## config.mk

```make
export PLATFORM = sky130hd
export DESIGN_NAME = pipe_hazard_ctrl
export DESIGN_NICKNAME = d
export VERILOG_FILES = /design/src/rtl/pipe_ctrl_pkg.sv /design/src/rtl/load_use_detect.sv /design/src/rtl/pipe_hazard_ctrl.sv
export SDC_FILE = /design/constraint.sdc
export NUM_CORES = 1
export LEC_CHECK = 0
export BUFFER_PORTS_ARGS = -buffer_cell sky130_fd_sc_hd__buf_2
export CORE_AREA = 2 2 39 41
export DETAILED_ROUTE_END_ITERATION = 6
export DIE_AREA = 0 0 41 43
export SYNTH_ARGS = -nofsm -noshare
export SYNTH_HDL_FRONTEND = slang
export SYNTH_HIERARCHICAL = 1
export SYNTH_SLANG_ARGS = --single-unit
export TNS_END_PERCENT = 50
```

## constraint.sdc

```tcl
create_clock -name vclk -period 1.6
set_clock_uncertainty 0.2 [all_clocks]
set_input_delay 0.16 -clock vclk [all_inputs]
set_output_delay 0.16 -clock vclk [all_outputs]
set_load 0.01 [all_outputs]
```

## src/rtl/pipe_ctrl_pkg.sv

```systemverilog
// Shared definitions for the pipeline stall/flush sequencer: interrupt-entry
// states, NOP encoding and default interrupt vector.
package pipe_ctrl_pkg;

   typedef enum logic [1:0] {
      ST_IDLE,
      ST_DRAIN,
      ST_PUSH,
      ST_VEC
   } irq_state_e;

   localparam logic [7:0] NOP_INSTR    = 8'h00;
   localparam logic [7:0] VEC_ADDR_DEF = 8'hF0;

endpackage

```

## src/rtl/load_use_detect.sv

```systemverilog
// Combinational load-use hazard compare: the instruction in D reads a register
// that the load currently in EX has not yet written.
module load_use_detect #(
   parameter int unsigned REG_AW = 2
) (
   input  logic              ex_mem_read_i,
   input  logic [REG_AW-1:0] ex_rd_i,
   input  logic [REG_AW-1:0] id_rs_i,
   input  logic [REG_AW-1:0] id_rt_i,
   input  logic              id_uses_rs_i,
   input  logic              id_uses_rt_i,
   output logic              hz_o
);

   always_comb begin
      hz_o = ex_mem_read_i &
             ((id_uses_rs_i & (id_rs_i == ex_rd_i)) |
              (id_uses_rt_i & (id_rt_i == ex_rd_i)));
   end

endmodule

```

## src/rtl/pipe_hazard_ctrl.sv

```systemverilog
// Stall/flush sequencer for the five-stage pipeline front end.
// Define INT_SUPPORT_EN to build the interrupt-entry FSM and epc capture.
module pipe_hazard_ctrl
   import pipe_ctrl_pkg::*;
#(
   parameter int unsigned REG_AW       = 2,
   parameter int unsigned DRAIN_CYCLES = 3,
   parameter logic [7:0]  VEC_ADDR     = VEC_ADDR_DEF
) (
   input  logic              clk,
   input  logic              reset,
   input  logic              mem_busy,
   input  logic              ex_mem_read,
   input  logic [REG_AW-1:0] ex_rd,
   input  logic [REG_AW-1:0] id_rs,
   input  logic [REG_AW-1:0] id_rt,
   input  logic              id_uses_rs,
   input  logic              id_uses_rt,
   input  logic              d_valid,
   input  logic [7:0]        pc_D,
   input  logic              branch_taken_E,
   input  logic              irq,
   output logic              run_F,
   output logic              run_D,
   output logic              flush_D,
   output logic              flush_E,
   output logic              run_E,
   output logic              irq_ack,
   output logic              push_pc,
   output logic              vec_sel,
   output logic [7:0]        epc
);

   logic hz;
   logic st_drain, st_push, st_vec;
   logic unused_cfg;

   // VEC_ADDR is consumed by the fetch-stage PC mux, not here.
   assign unused_cfg = ^{VEC_ADDR, 4'(DRAIN_CYCLES)};

   load_use_detect #(
      .REG_AW(REG_AW)
   ) u_load_use_detect (
      .ex_mem_read_i(ex_mem_read),
      .ex_rd_i      (ex_rd),
      .id_rs_i      (id_rs),
      .id_rt_i      (id_rt),
      .id_uses_rs_i (id_uses_rs),
      .id_uses_rt_i (id_uses_rt),
      .hz_o         (hz)
   );

`ifdef INT_SUPPORT_EN
   irq_state_e state_q, state_d;
   logic [3:0] cnt_q, cnt_d;
   logic [7:0] epc_q, epc_d;
   logic       accept;

   assign accept = irq & d_valid & ~hz & ~branch_taken_E & ~mem_busy;

   always_ff @(posedge clk or negedge reset) begin
      if (!reset) begin
         state_q <= ST_IDLE;
         cnt_q   <= '0;
         epc_q   <= '0;
      end else begin
         state_q <= state_d;
         cnt_q   <= cnt_d;
         epc_q   <= epc_d;
      end
   end

   always_comb begin
      state_d = state_q;
      cnt_d   = cnt_q;
      epc_d   = epc_q;
      if (!mem_busy) begin
         unique case (state_q)
            ST_IDLE: begin
               if (accept) begin
                  state_d = ST_DRAIN;
                  cnt_d   = 4'(DRAIN_CYCLES - 1);
                  epc_d   = pc_D;
               end
            end
            ST_DRAIN: begin
               if (cnt_q == '0) state_d = ST_PUSH;
               else             cnt_d   = cnt_q - 4'd1;
            end
            ST_PUSH: state_d = ST_VEC;
            ST_VEC:  state_d = ST_IDLE;
            default: state_d = ST_IDLE;
         endcase
      end
   end

   assign st_drain = (state_q == ST_DRAIN);
   assign st_push  = (state_q == ST_PUSH);
   assign st_vec   = (state_q == ST_VEC);
   assign epc      = epc_q;
`else
   logic unused_int;

   assign unused_int = ^{clk, irq, d_valid, pc_D};
   assign st_drain   = 1'b0;
   assign st_push    = 1'b0;
   assign st_vec     = 1'b0;
   assign epc        = '0;
`endif

   // Branch outranks the FSM for run/flush only; one-shot FSM strobes still fire.
   always_comb begin
      run_F   = 1'b1;
      run_D   = 1'b1;
      run_E   = 1'b1;
      flush_D = 1'b0;
      flush_E = 1'b0;
      irq_ack = 1'b0;
      push_pc = 1'b0;
      vec_sel = 1'b0;
      if (reset) begin
         if (mem_busy) begin
            run_F = 1'b0;
            run_D = 1'b0;
            run_E = 1'b0;
         end else begin
            if (st_drain) begin
               run_F   = 1'b0;
               flush_D = 1'b1;
               flush_E = 1'b1;
            end else if (st_push) begin
               run_F   = 1'b0;
               irq_ack = 1'b1;
               push_pc = 1'b1;
            end else if (st_vec) begin
               vec_sel = 1'b1;
               flush_D = 1'b1;
            end else if (hz) begin
               run_F   = 1'b0;
               run_D   = 1'b0;
               flush_E = 1'b1;
            end
            if (branch_taken_E) begin
               run_F   = 1'b1;
               run_D   = 1'b1;
               flush_D = 1'b1;
               flush_E = 1'b1;
            end
         end
      end
   end

endmodule

```

==> impl_metrics.ini <==
[synth]
yosys.area.top_type = buf_4
post_synth_num_cell_types = 11
synthTopCellsByArea = buf_4 (47%), o2111ai_1 (9.1%), xnor2_1 (9.1%)
yosysSeqAreaShare_pct = 0
post-synth-top-count-cell = buf_4
syn_inst = 28
avg_synthesized_cell_area_um2 = 6.882
syn_area_um2 = 192.7
synth.top_cell.area_share_pct = 46.75
synth.yosys.warnings = 6
synthTopCellsByCount = buf_4 (12), nor2_1 (3)

[timing]
timing_hold_violations_final = 0
maxClockFrequency_mhz = 683.3
final_max_slew_viol_count = 0
minimum_clock_period_after_layout_ps = 1463
finalSetupViolations = 0
finalCritPeriodShare_pct = 91.46
tns_ps = 0
rsz0062_at_grt = false

[floorplan]
floorplan.die.height_um = 43
coreArea_um2 = 1384
fp-row-count = 14
floorplan.die.width_um = 41
pin_count = 39
initial_core_util_pct = 13.92
die_area_um2 = 1763

[setup_path]
worst_setup_path_end_kind = primary output
critPathMaxStageDelay_ps = 170
timing.critical_path.cells = buf_2, and2_1, o2111ai_1, nand2_1, buf_4, nor2_1, nor3b_2, buf_2
worst-setup-path-type = primary input to primary output
path_delay_family = buffers and inverters
critical_path_required_ps = 1240
cpMostUsedCell = buf_2
timing.critical_path.slowest_stage_cell = o2111ai_1
crit_path_max_fanout = 4
timing.critical_path.buf_inv = 3
worst-endpoint-arrival_ps = 1100
setup.worst_path.start_class = primary input

[global_routing]
grt_pass1_wl_um = 455
grt_pass1_vias = 131
number_of_antenna_violations_at_the_first_check_in_global_routing = 0
grt.total_usage_pct = 3.497
grt_max_degree = 5
gr-total-overflow = 0

[status]
outcome = finished clean

[finish]
seq_cells = 0
seq_area_um2 = 0
final_net_count = 69
layout.clock_buffers = 0
n_fill_cell = 160
final_design_area_no_fill_um2 = 256.5
synthToLayoutAreaGrowth_pct = 33.12
post_route_cells_drive_above_1_share_pct = 45.45
combined_area_of_the_multi_input_logic_cells_um2 = 143.9
diodes = 0

[drt]
post_drt_via_cell_ratio = 3.467
postRouteWirelength_um = 349
drt-wirelength-per-cell_um = 5.817
dr.pass1.iters = 1
ant_nets = 0
routed-via-count = 208
initialDrtViolationCount = 0
route.detailed.drc = 0

[run]
max-cap-violations = 0

[hold_path]
whs_endpoint = run_E
hold_wc_path_type = primary input to primary output
min_path_cells = 3
worstHoldStart = reset

[power]
total_leakage_power_nw = 0.1474
worst_ir_drop_vdd_mv = 0.04776
power_density_nw_per_um2 = 232.7

[placement]
dpl_cell_area_um2 = 245.2
io_buffers = 17
globalplace.congestion = 0.6054
[cells by family (layout without fill, tap and decap cells)]
| group | after synthesis | after routing | synth area share [%] |
|---|---|---|---|
| AO/OA/AOI/OAI | 3 | 3 | 11.69 |
| buffers and inverters | 12 | 18 | 46.76 |
| XOR/XNOR | 2 | 2 | 9.093 |
| AND/OR/NAND/NOR | 10 | 10 | 30.52 |
| other | 1 | 11 | 1.946 |
[layer usage]
metal,track usage (%),vias up,share of wire [%]
met5,0,-,0
met2,6.875,22,49
met4,0,0,0
li1,-,101,-
met1,4.114,85,31
met3,0,0,21
[power breakdown]
group          leakage [nW]  switching, mW  internal, mW
combinational         0.147         0.0330        0.0267
sequential                0              0             0
clock                     0              0             0
[layout by cell type (no fill, tap or decap)]
| master | count |
|---|---|
| o2111ai_1 | 2 |
| and3b_1 | 1 |
| conb_1 | 11 |
| buf_2 | 17 |
| nor2_1 | 3 |
| nor2b_1 | 1 |
| nor3b_2 | 1 |
| nand2_1 | 2 |
| buf_4 | 1 |
| and2_1 | 2 |
| xnor2_1 | 2 |
| o21ai_2 | 1 |
[worst max path at each step]
stage,startpoint,to,slack [ps],cells after the start
2_1_floorplan,id_rt[1],run_F,180,6
3_3_place_gp,ex_rd[1],run_D,140,7
3_5_place_dp,ex_rd[1],run_F,110,7
4_1_cts,ex_rd[1],run_F,110,7
5_1_grt,ex_rd[1],run_D,7,7
6_report,ex_rd[1],flush_E,140,8
[what timing repair did]
item | CTS | global route
gates resized for setup | 0 | 1
endpoints found under the setup margin | 0 | 2
buffers inserted | 0 | 1
hold buffers | 0 | 0
[metrics by stage]
stage,cells,total power [mW],hold WS (ps),utilization (%),setup slack [ps]
2_1_floorplan,38,0.05224,153.0,-,179.9
3_3_place_gp,59,0.05574,386.2,17.72,141.4
3_5_place_dp,59,0.05673,393.1,17.72,114.4
4_1_cts,59,0.05683,393.6,17.72,112.0
5_1_grt,60,0.06870,437.1,18.54,7.221
6_report,60,0.05968,410.4,18.54,136.6
[layout make-up]
class	count	share of cell area [%]
Multi-Input combinational cell	26	56.10
Timing Repair Buffer	18	36.10
Tap cell	16	7.805
Power figures use the tool's default switching activity.
